File: src/rtl/gpio_bank_irq_pkg.sv
// Shared definitions for the GPIO bank: register map and address decode helper.
package gpio_bank_irq_pkg;

  typedef enum logic [2:0] {
    REG_DIR   = 3'd0,
    REG_OUT   = 3'd1,
    REG_IN    = 3'd2,
    REG_IE    = 3'd3,
    REG_ITYPE = 3'd4,
    REG_IPOL  = 3'd5,
    REG_ISTAT = 3'd6,
    REG_DEB   = 3'd7
  } gpio_reg_e;

  // Full-width compare so wider address buses never alias onto the 8 registers.
  function automatic logic reg_hit(input logic [31:0] addr, input gpio_reg_e r);
    return addr == 32'(r);
  endfunction

endpackage

File: src/rtl/gpio_bank_irq_debounce.sv
// One GPIO pin input path: pad synchroniser, debounce counter, stable and previous-stable flops.
module gpio_debounce #(
  parameter int unsigned SYNC_STAGES = 2,
  parameter int unsigned DEB_WIDTH   = 4
) (
  input  logic                 sclk,
  input  logic                 resetn,
  input  logic                 pad_i,
  input  logic [DEB_WIDTH-1:0] deb_i,
  output logic                 stable_o,
  output logic                 prev_o
);

  logic [SYNC_STAGES-1:0] sync_q, sync_d;
  logic [DEB_WIDTH-1:0]   cnt_q, cnt_d;
  logic                   stable_q, stable_d;
  logic                   prev_q, prev_d;
  logic                   synced;
  logic [DEB_WIDTH:0]     thresh;
  logic [DEB_WIDTH:0]     cnt_inc;

  always_comb begin
    sync_d   = {sync_q[SYNC_STAGES-2:0], pad_i};
    synced   = sync_q[SYNC_STAGES-1];
    // A zero threshold behaves as one; the >= compare lets a lowered threshold take effect at once.
    thresh   = (deb_i == '0) ? (DEB_WIDTH+1)'(1) : {1'b0, deb_i};
    cnt_inc  = {1'b0, cnt_q} + (DEB_WIDTH+1)'(1);
    stable_d = stable_q;
    cnt_d    = '0;
    prev_d   = stable_q;
    if (synced != stable_q) begin
      if (cnt_inc >= thresh) stable_d = synced;
      else                   cnt_d    = cnt_inc[DEB_WIDTH-1:0];
    end
  end

  always_ff @(posedge sclk or negedge resetn) begin
    if (!resetn) begin
      sync_q   <= '0;
      cnt_q    <= '0;
      stable_q <= 1'b0;
      prev_q   <= 1'b0;
    end else begin
      sync_q   <= sync_d;
      cnt_q    <= cnt_d;
      stable_q <= stable_d;
      prev_q   <= prev_d;
    end
  end

  assign stable_o = stable_q;
  assign prev_o   = prev_q;

endmodule

File: src/rtl/gpio_bank_irq.sv
// GPIO bank with APB-style register file, per-pin debounced inputs and edge/level interrupts.
module gpio_bank_irq
  import gpio_bank_irq_pkg::*;
#(
  parameter int unsigned PDATA_WIDTH = 8,
  parameter int unsigned PADDR_WIDTH = 3,
  parameter int unsigned SYNC_STAGES = 2,
  parameter int unsigned DEB_WIDTH   = 4
) (
  input  logic                   sclk,
  input  logic                   resetn,
  input  logic                   psel,
  input  logic                   penable,
  input  logic                   pwrite,
  input  logic [PADDR_WIDTH-1:0] paddr,
  input  logic [PDATA_WIDTH-1:0] pwdata,
  output logic [PDATA_WIDTH-1:0] prdata,
  output logic                   pready,
  output logic                   pslverr,
  input  logic [PDATA_WIDTH-1:0] pad_in,
  output logic [PDATA_WIDTH-1:0] pad_out,
  output logic [PDATA_WIDTH-1:0] pad_oe,
  output logic                   irq
);

  logic [PDATA_WIDTH-1:0] dir_q, dir_d, out_q, out_d, ie_q, ie_d;
  logic [PDATA_WIDTH-1:0] itype_q, itype_d, ipol_q, ipol_d, istat_q, istat_d;
  logic [PDATA_WIDTH-1:0] prdata_q, prdata_d;
  logic [DEB_WIDTH-1:0]   deb_q, deb_d;
  logic                   irq_q, irq_d;
  logic [PDATA_WIDTH-1:0] stable, prev, rdata, w1c, edge_evt, level_evt, evt;
  logic [31:0]            addr;
  logic                   access, wr_en, setup;

  for (genvar i = 0; i < PDATA_WIDTH; i++) begin : g_pin
    gpio_debounce #(
      .SYNC_STAGES(SYNC_STAGES),
      .DEB_WIDTH  (DEB_WIDTH)
    ) u_deb (
      .sclk    (sclk),
      .resetn  (resetn),
      .pad_i   (pad_in[i]),
      .deb_i   (deb_q),
      .stable_o(stable[i]),
      .prev_o  (prev[i])
    );
  end

  always_comb begin
    addr   = 32'(paddr);
    setup  = psel & ~penable;
    access = psel & penable;
    wr_en  = access & pwrite;

    rdata = '0;
    case (1'b1)
      reg_hit(addr, REG_DIR):   rdata = dir_q;
      reg_hit(addr, REG_OUT):   rdata = out_q;
      reg_hit(addr, REG_IN):    rdata = stable;
      reg_hit(addr, REG_IE):    rdata = ie_q;
      reg_hit(addr, REG_ITYPE): rdata = itype_q;
      reg_hit(addr, REG_IPOL):  rdata = ipol_q;
      reg_hit(addr, REG_ISTAT): rdata = istat_q;
      reg_hit(addr, REG_DEB):   rdata = PDATA_WIDTH'(deb_q);
      default:                  rdata = '0;
    endcase
    prdata_d = setup ? rdata : prdata_q;

    dir_d   = (wr_en && reg_hit(addr, REG_DIR))   ? pwdata : dir_q;
    out_d   = (wr_en && reg_hit(addr, REG_OUT))   ? pwdata : out_q;
    ie_d    = (wr_en && reg_hit(addr, REG_IE))    ? pwdata : ie_q;
    itype_d = (wr_en && reg_hit(addr, REG_ITYPE)) ? pwdata : itype_q;
    ipol_d  = (wr_en && reg_hit(addr, REG_IPOL))  ? pwdata : ipol_q;
    deb_d   = (wr_en && reg_hit(addr, REG_DEB))   ? pwdata[DEB_WIDTH-1:0] : deb_q;
    w1c     = (wr_en && reg_hit(addr, REG_ISTAT)) ? pwdata : '0;

    edge_evt  = (stable & ~prev & ipol_q) | (~stable & prev & ~ipol_q);
    level_evt = ~(stable ^ ipol_q);
    evt       = (itype_q & edge_evt) | (~itype_q & level_evt);
    // OR-ing events after the clear makes a coincident set win over W1C.
    istat_d   = (istat_q & ~w1c) | evt;
    irq_d     = |(istat_q & ie_q);
  end

  always_ff @(posedge sclk or negedge resetn) begin
    if (!resetn) begin
      dir_q    <= '0;
      out_q    <= '0;
      ie_q     <= '0;
      itype_q  <= '0;
      ipol_q   <= '0;
      istat_q  <= '0;
      deb_q    <= '0;
      prdata_q <= '0;
      irq_q    <= 1'b0;
    end else begin
      dir_q    <= dir_d;
      out_q    <= out_d;
      ie_q     <= ie_d;
      itype_q  <= itype_d;
      ipol_q   <= ipol_d;
      istat_q  <= istat_d;
      deb_q    <= deb_d;
      prdata_q <= prdata_d;
      irq_q    <= irq_d;
    end
  end

  // Reset gating keeps the handshake low while an in-flight transfer is aborted.
  assign pready  = access & resetn;
  assign pslverr = wr_en & reg_hit(addr, REG_IN) & resetn;
  assign prdata  = prdata_q;
  assign pad_out = out_q;
  assign pad_oe  = dir_q;
  assign irq     = irq_q;

endmodule

File: config.mk
export PLATFORM = sky130hd
export DESIGN_NAME = gpio_bank_irq
export DESIGN_NICKNAME = d
export VERILOG_FILES = /design/src/rtl/gpio_bank_irq_pkg.sv /design/src/rtl/gpio_bank_irq_debounce.sv /design/src/rtl/gpio_bank_irq.sv
export SDC_FILE = /design/constraint.sdc
export NUM_CORES = 1
export LEC_CHECK = 0
export ABC_AREA = 1
export CAP_MARGIN = 20
export CORE_MARGIN = 5
export CORE_UTILIZATION = 50
export DETAILED_ROUTE_END_ITERATION = 10
export PLACE_DENSITY = 0.8
export RECOVER_POWER = 100
export SLEW_MARGIN = 10
export SYNTH_ARGS = -nofsm -noshare
export SYNTH_HDL_FRONTEND = slang
export SYNTH_HIERARCHICAL = 1
export SYNTH_SLANG_ARGS = --single-unit
File: constraint.sdc
create_clock -name sclk -period 1.78 [get_ports sclk]
set_clock_uncertainty 0.05 [all_clocks]
set_input_delay 0.267 -clock sclk [delete_from_list [all_inputs] [get_ports sclk]]
set_output_delay 0.267 -clock sclk [all_outputs]
set_load 0.01 [all_outputs]
==> results of run 1 <==
sequential cells by signal (all words and copies together), names as in the netlist:
register	cells
prdata	8
ie_q	8
irq	1
g_pin.u_deb/cnt_q	32
g_pin.u_deb/stable_o	8
g_pin.u_deb/prev_o	8
pad_out	8
deb_q	4
ipol_q	8
pad_oe	8
itype_q	8
g_pin.u_deb/sync_q	16
istat_q	8
worst max-delay path by stage:
stage / to / slack, ns / cells after the start
after CTS: g_pin[7].u_deb/stable_o / 0.01 / 9
after floorplan: g_pin[7].u_deb/stable_o / 0.17 / 11
final: pad_oe[0] / 0.04 / 1
after global routing: g_pin[3].u_deb/stable_o / -0.07 / 9
after global placement: pslverr / -0.24 / 6
after detailed placement: prdata[3] / -0.25 / 9
metrics by stage:
| step | setup TNS, ns | cell area (µm²) | cells | hold slack, ns | utilization |
|---|---|---|---|---|---|
| 2_1_floorplan | 0 | 6500 | 761 | -0.0786 | - |
| 3_3_place_gp | -6.82 | 7580 | 1026 | 0.282 | 0.598 |
| 3_5_place_dp | -8.92 | 7580 | 1026 | 0.285 | 0.598 |
| 4_1_cts | 0 | 8240 | 1059 | 0.227 | 0.650 |
| 5_1_grt | -0.388 | 8590 | 1077 | 0.298 | 0.678 |
| 6_report | 0 | 8590 | 1077 | 0.296 | 0.678 |
placed cells by master (no fill, tap or decap), drive strengths merged:
master	count
a21oi	13
a221oi	1
a22o	1
a31o	8
buf	69
bufinv	3
clkbuf	26
clkdlybuf4s50	27
clkinv	3
clkinvlp	4
dfrtp	125
dlygate4sd2	1
dlygate4sd3	21
ha	40
inv	109
nand2	217
nand3	35
nand3b	1
nand4	29
nor2	83
nor3	3
o21ai	54
o311ai	8
xor2	24
layout make-up:
class | instances | area, µm² | area share
timing repair buffer | 124 | 1090 | 0.127
clock buffer | 20 | 467 | 0.0543
inverter | 107 | 404 | 0.0470
clock inverter | 12 | 160 | 0.0186
sequential | 125 | 3140 | 0.366
tap | 172 | 215 | 0.0251
multi-input combinational | 517 | 3110 | 0.363
kinds of logic after synthesis:
family / after synthesis / synth area share
and+or+nand+nor: 368 / 0.239
DFF: 125 / 0.481
buffers and inverters: 119 / 0.0766
AOI/OAI and AO/OA: 85 / 0.0845
adders and majority gates: 40 / 0.0770
xor gates and xnor gates: 24 / 0.0416
routing by layer:
| layer | track usage | part of all wire | vias to the layer above | wire (µm) |
|---|---|---|---|---|
| met5 | 0 | 0 | - | 0 |
| met4 | 0.0965 | 0.027 | 0 | 439 |
| met3 | 0.0441 | 0.059 | 51 | 969 |
| met2 | 0.374 | 0.51 | 198 | 8490 |
| met1 | 0.272 | 0.40 | 2769 | 6620 |
| li1 | - | - | 2720 | - |
report_power, final:
group / switching (W) / leakage (nW) / internal, W
Combinational: 0.00212 / 2.34 / 0.00169
Sequential: 0.000671 / 1.55 / 0.00346
Clock: 0.00133 / 0.295 / 0.00232
repair_timing:
item / 4_1_cts / 5_1_grt
buffers inserted: 0 / 18
setup endpoints to repair: 42 / 41
hold buffers: 1 / 0
hold endpoints to repair: 125 / 0
resized for setup: 11 / 77
pin swaps: 0 / 16
==> run metrics, run 1 <==
Worst-Skew Late Latency 0.42 ns; vias in the first global route 5,668; Synth Area per Inst 8.54 µm²; CP max stage delay 0.61 ns; Synth Flop Type dfrtp_1; final setup fails 0; CP arrival 1.43 ns; DR vias 5,738; worst vdd ir 0.828 mV; Synth Instances 761; Post-synth EDFFs 0; Antenna Cells 0; floorplan row count 41; worst-path cell chain dlygate4sd3_1; Buf/Inv on CP 1; slowest stage cell, crit path dlygate4sd3_1; Max Slew Vio Count 0; RSZ-0062 raised after global routing true; largest net degree at the start of global routing 126; Synth top area share 0.481; FF-to-FF Start g_pin[3].u_deb/cnt_q[0]; Crit path max-delay family buffers and inverters; CTS Buffer Depth 2; Reg2Reg Capture Point g_pin[3].u_deb/stable_o; die width 124 µm; cell area after synthesis 6500 µm²; root buf cell clkbuf_16; antenna viol nets, final 0; top post-synthesis cells by area dfrtp_1, nand2_1, ha_1; Synth top cells by count nand2_1, dfrtp_1, inv_1; Tmin final 1.74 ns; worst endpoint required time 1.46 ns; Final Hold Viols 0; sequential area share after synthesis 0.481; cell taking the most area after synthesis dfrtp_1; worst hold path class register to register; crit path launch pad_oe[0]; Yosys cell types 28; Total Nets Final 956; CTS tree built; DIE AREA 15,400 µm²; worst hold path depth 0; post-DR wirelength/cell 15.3 µm; initial antenna violation count 0; Pleak 4.19 nW; Hold Path End g_pin[5].u_deb/sync_q[1]; Post-Syn Nets 825; final setup margin 0.0373 ns; crit start category register; fill count 925; FF+latch count, synth 125; asr flop ratio synth 1.00; drt drc 0; Num CTS Buffers 17; total gr overflow 0; I/O pin count 51; GR Util All Layers 0.220; vias per std cell 5.33; relative slew slack 0.490; initial core utilization 0.513; Worst setup EP type output port; Synth-to-Final Area Change 32.1%; crit-path max FO 3; most frequent cell after synthesis nand2_1; max_cap viols 0; clk slew on worst S/H paths 0.06 ns; DRT Pass-1 Iters 5; Buffers on Ports 50; worst slack, placed -0.250 ns; Worst Tran Pin Value 0.766 ns; f_max 574 MHz; Reg2Reg Depth 9; Num Clock Sinks 125; die span in y 124 µm; Final GP Congestion 0.856; synth warn 6; fraction of layout cells with a size suffix above 1 0.222; HPWL after detailed placement 10,200 µm; first-pass GRT wire length 26,200 µm; routed wire length 16,500 µm; Min-Delay Startpoint g_pin[5].u_deb/sync_q[0]; initial DRC count 583; Power, Total 0.0116 W; status finished clean; CORE AREA 12,700 µm²; final worst-path cycle share 0.979; H-tree levels 4; flop2flop setup slack 0.04 ns; pwr dens 1350 nW/µm²; crit path kind register to output port
No activity file was read; power rests on OpenSTA's default activity.
==> run 2: changes to the inputs <==
--- a/config.mk
+++ b/config.mk
@@ -7,10 +7,13 @@
 export LEC_CHECK = 0
 export ABC_AREA = 1
 export CAP_MARGIN = 20
+export CELL_PAD_IN_SITES_DETAIL_PLACEMENT = 1
+export CELL_PAD_IN_SITES_GLOBAL_PLACEMENT = 1
 export CORE_MARGIN = 5
-export CORE_UTILIZATION = 50
+export CORE_UTILIZATION = 45
 export DETAILED_ROUTE_END_ITERATION = 10
-export PLACE_DENSITY = 0.8
+export GPL_TIMING_DRIVEN = 0
+export PLACE_DENSITY = 0.91
 export RECOVER_POWER = 100
 export SLEW_MARGIN = 10
 export SYNTH_ARGS = -nofsm -noshare
==> constraint.sdc (replaced) <==
create_clock -name sclk -period 1.8 [get_ports sclk]
set_clock_uncertainty 0.05 [all_clocks]
set_input_delay 0.27 -clock sclk [delete_from_list [all_inputs] [get_ports sclk]]
set_output_delay 0.27 -clock sclk [all_outputs]
set_load 0.01 [all_outputs]
==> run 2 against run 1 <==
  * Sequential power grew 3%
  * Clock-buffer cell count shrank 1
  * Combinational power grew 20%
  * First-iteration DRC count increased by 4.5%
  * Die area up 10%
  * Worst hold slack improved by 0.0014 ns
  * Global-route usage up 5.6 points
  * Register-to-register slack worse by 0.11 ns
  * Clock power decreased by 3%
  * Utilization shrank 8.1 points
  * The run now ends with setup timing left
  * Sequential share of layout area is 0.081 points higher
  * Critical path type is now primary input to register
  * Sequential cell count unchanged
==> run metrics, run 2 (synthesized netlist as in run 1, its figures left out) <==
vias in the first global route 6,640 (+17%); Power, Total 0.0124 W (+6.6%); crit path kind primary input to register; Worst-Skew Late Latency 0.44 ns (+0.02 ns); GR Util All Layers 0.276 (+0.0558); most frequent cells in the layout nand2_1, dfrtp_1, inv_1; die width 130 µm (+5.0%); CTS tree built; Register Area 3140 µm² (+0.12%); Buf/Inv on CP 2 (+1); failing checks setup timing; CORE AREA 14,400 µm² (+13%); status complete, but fails checks; Total Nets Final 918 (-4.0%); floorplan row count 44 (+7.3%); pwr dens 1440 nW/µm² (+6.7%); clk slew on worst S/H paths 0.06 ns (about the same); largest net degree at the start of global routing 33 (-74%); I/O pin count 51 (unchanged); antenna viol nets, final 0 (unchanged); initial DRC count 609 (+4.5%); Final Hold Viols 0 (unchanged); crit-path max FO 8 (+5); fill count 1,613 (+74%); Crit path max-delay family compound AO/OA/AOI/OAI gates; HPWL after detailed placement 12,500 µm (+22%); worst vdd ir 0.755 mV (-8.8%); total gr overflow 0 (unchanged); Max Slew Vio Count 0 (unchanged); Pleak 4.07 nW (-2.7%); worst endpoint required time 2.01 ns (+0.55 ns); Num CTS Buffers 17 (unchanged); area of the multi-input gates 3350 µm² (+7.6%); Reg2Reg Depth 9 (unchanged); max_cap viols 0 (unchanged); die span in y 130 µm (+5.0%); biggest regs g_pin.u_deb/cnt_q: 32 flops, g_pin.u_deb/sync_q: 16 flops; post-DR wirelength/cell 24.1 µm (+57%); DR vias 6,236 (+8.7%); worst hold path depth 0 (unchanged); final worst-path cycle share 1.04; DRT Pass-1 Iters 7 (+2); relative slew slack 0.401 (-0.0885); Critical Path Stages 6 (+5); fraction of layout cells with a size suffix above 1 0.238 (+0.0155); placed inst area 7240 µm² (-4.5%); most common cell after layout, fill and taps aside nand2_1; root buf cell clkbuf_16; Reg with most FFs g_pin.u_deb/cnt_q; RSZ-0062 raised after global routing true; Synth-to-Final Area Change 32.0%; Worst setup EP type register; f_max 534 MHz; first-pass GRT wire length 35,300 µm (+35%); initial core utilization 0.452 (-0.0606); final setup margin -0.0744 ns (-0.112 ns); CP max stage delay 0.52 ns (-0.09 ns); Num Clock Sinks 125 (unchanged); max reg flops 32 (unchanged); Final TNS setup -0.572 ns (-0.572 ns); final setup fails 19 (+19); initial antenna violation count 0 (unchanged); slowest stage cell, crit path clkdlybuf4s50_1; Worst Tran Pin Value 0.898 ns (+0.133 ns); routed wire length 25,300 µm (+53%); CP arrival 2.09 ns (+0.66 ns); crit start category primary input; Buffers on Ports 48 (-4.0%); H-tree levels 4 (unchanged); DIE AREA 17,000 µm² (+10%); worst hold path class register to register; Tmin final 1.87 ns; CTS Buffer Depth 2 (unchanged); Final GP Congestion 0.850 (-0.75%); worst-path cell chain clkdlybuf4s50_1 -> nand3_4 -> inv_4 -> nand4_1 -> o21ai_0 -> o311ai_0; fin area 8580 µm² (-0.10%); drt drc 0 (unchanged); vias per std cell 5.93 (+11%); Antenna Cells 0 (unchanged)
[run 2: changes by cell type in the layout (fill, tap and decap cells not counted), sizes merged, moves of 2 or more]
cell,change
dlygate4sd3,-9
inv,-2
dlymetal6s2s,+2
clkinv,+4
buf,-40
clkdlybuf4s50,+7
[run 2: path summary, 6_finish.rpt]
kind	startpoint	to	slack, ns
worst min register to register	g_pin[5].u_deb/sync_q[0]	g_pin[5].u_deb/sync_q[1]	0.30
min in group asynchronous	resetn	istat_q[7]	0.67
max in group asynchronous	resetn	g_pin[1].u_deb/cnt_q[0]	0.16
worst max-delay path	pwrite	istat_q[2]	-0.07
worst min-delay path	g_pin[5].u_deb/sync_q[0]	g_pin[5].u_deb/sync_q[1]	0.30
worst max register to register	g_pin[4].u_deb/cnt_q[0]	g_pin[4].u_deb/stable_o	-0.07
[run 2: timing repair]
action,in CTS,in global routing
setup endpoints to repair,45,46
hold buffers,9,0
cloned,2,0
setup buffers,11,3
pin swaps,9,33
gates resized for setup,48,103
endpoints found under the hold margin,94,0
[run 2: layout make-up]
class	instances	share of cell area
Multi-Input combinational cell	517	0.390
Sequential cell	125	0.366
Inverter	107	0.0485
Timing Repair Buffer	74	0.0884
Buffer	12	0.0108
Clock buffer	19	0.0516
Clock inverter	13	0.0172
Tap cell	184	0.0268
[run 2: where the power goes]
group,internal (W),total [W],switching (W)
clock network,0.00219,0.00354,0.00135
logic,0.00178,0.00456,0.00278
registers,0.00343,0.00427,0.000842
total,0.00740,0.0124,0.00497
[run 2: routing by layer]
metal	routed length [µm]	vias to the layer above	track usage
met5	0	-	0
met4	1470	0	0.157
met3	2090	133	0.0675
met2	12600	383	0.471
met1	9230	3092	0.315
li1	-	2628	-
[run 2: per-stage QoR]
step	hold slack, ns	setup WS [ns]	utilization	cells
2_1_floorplan	-0.0756	0.192	-	761
3_3_place_gp	0.281	-4.65	0.502	993
3_5_place_dp	0.250	-0.764	0.504	994
4_1_cts	0.219	-0.0125	0.576	1048
5_1_grt	0.302	-0.127	0.597	1051
6_report	0.298	-0.0744	0.597	1051
[run 2: worst register-to-register path: cells and delay by family, from the launching register on]
family                   cells  cell delay, ns
adder cells (fa/ha/maj)      1            0.31
XOR/XNOR                     1            0.25
AND/OR/NAND/NOR              7            0.70
flip-flops                   1            0.44
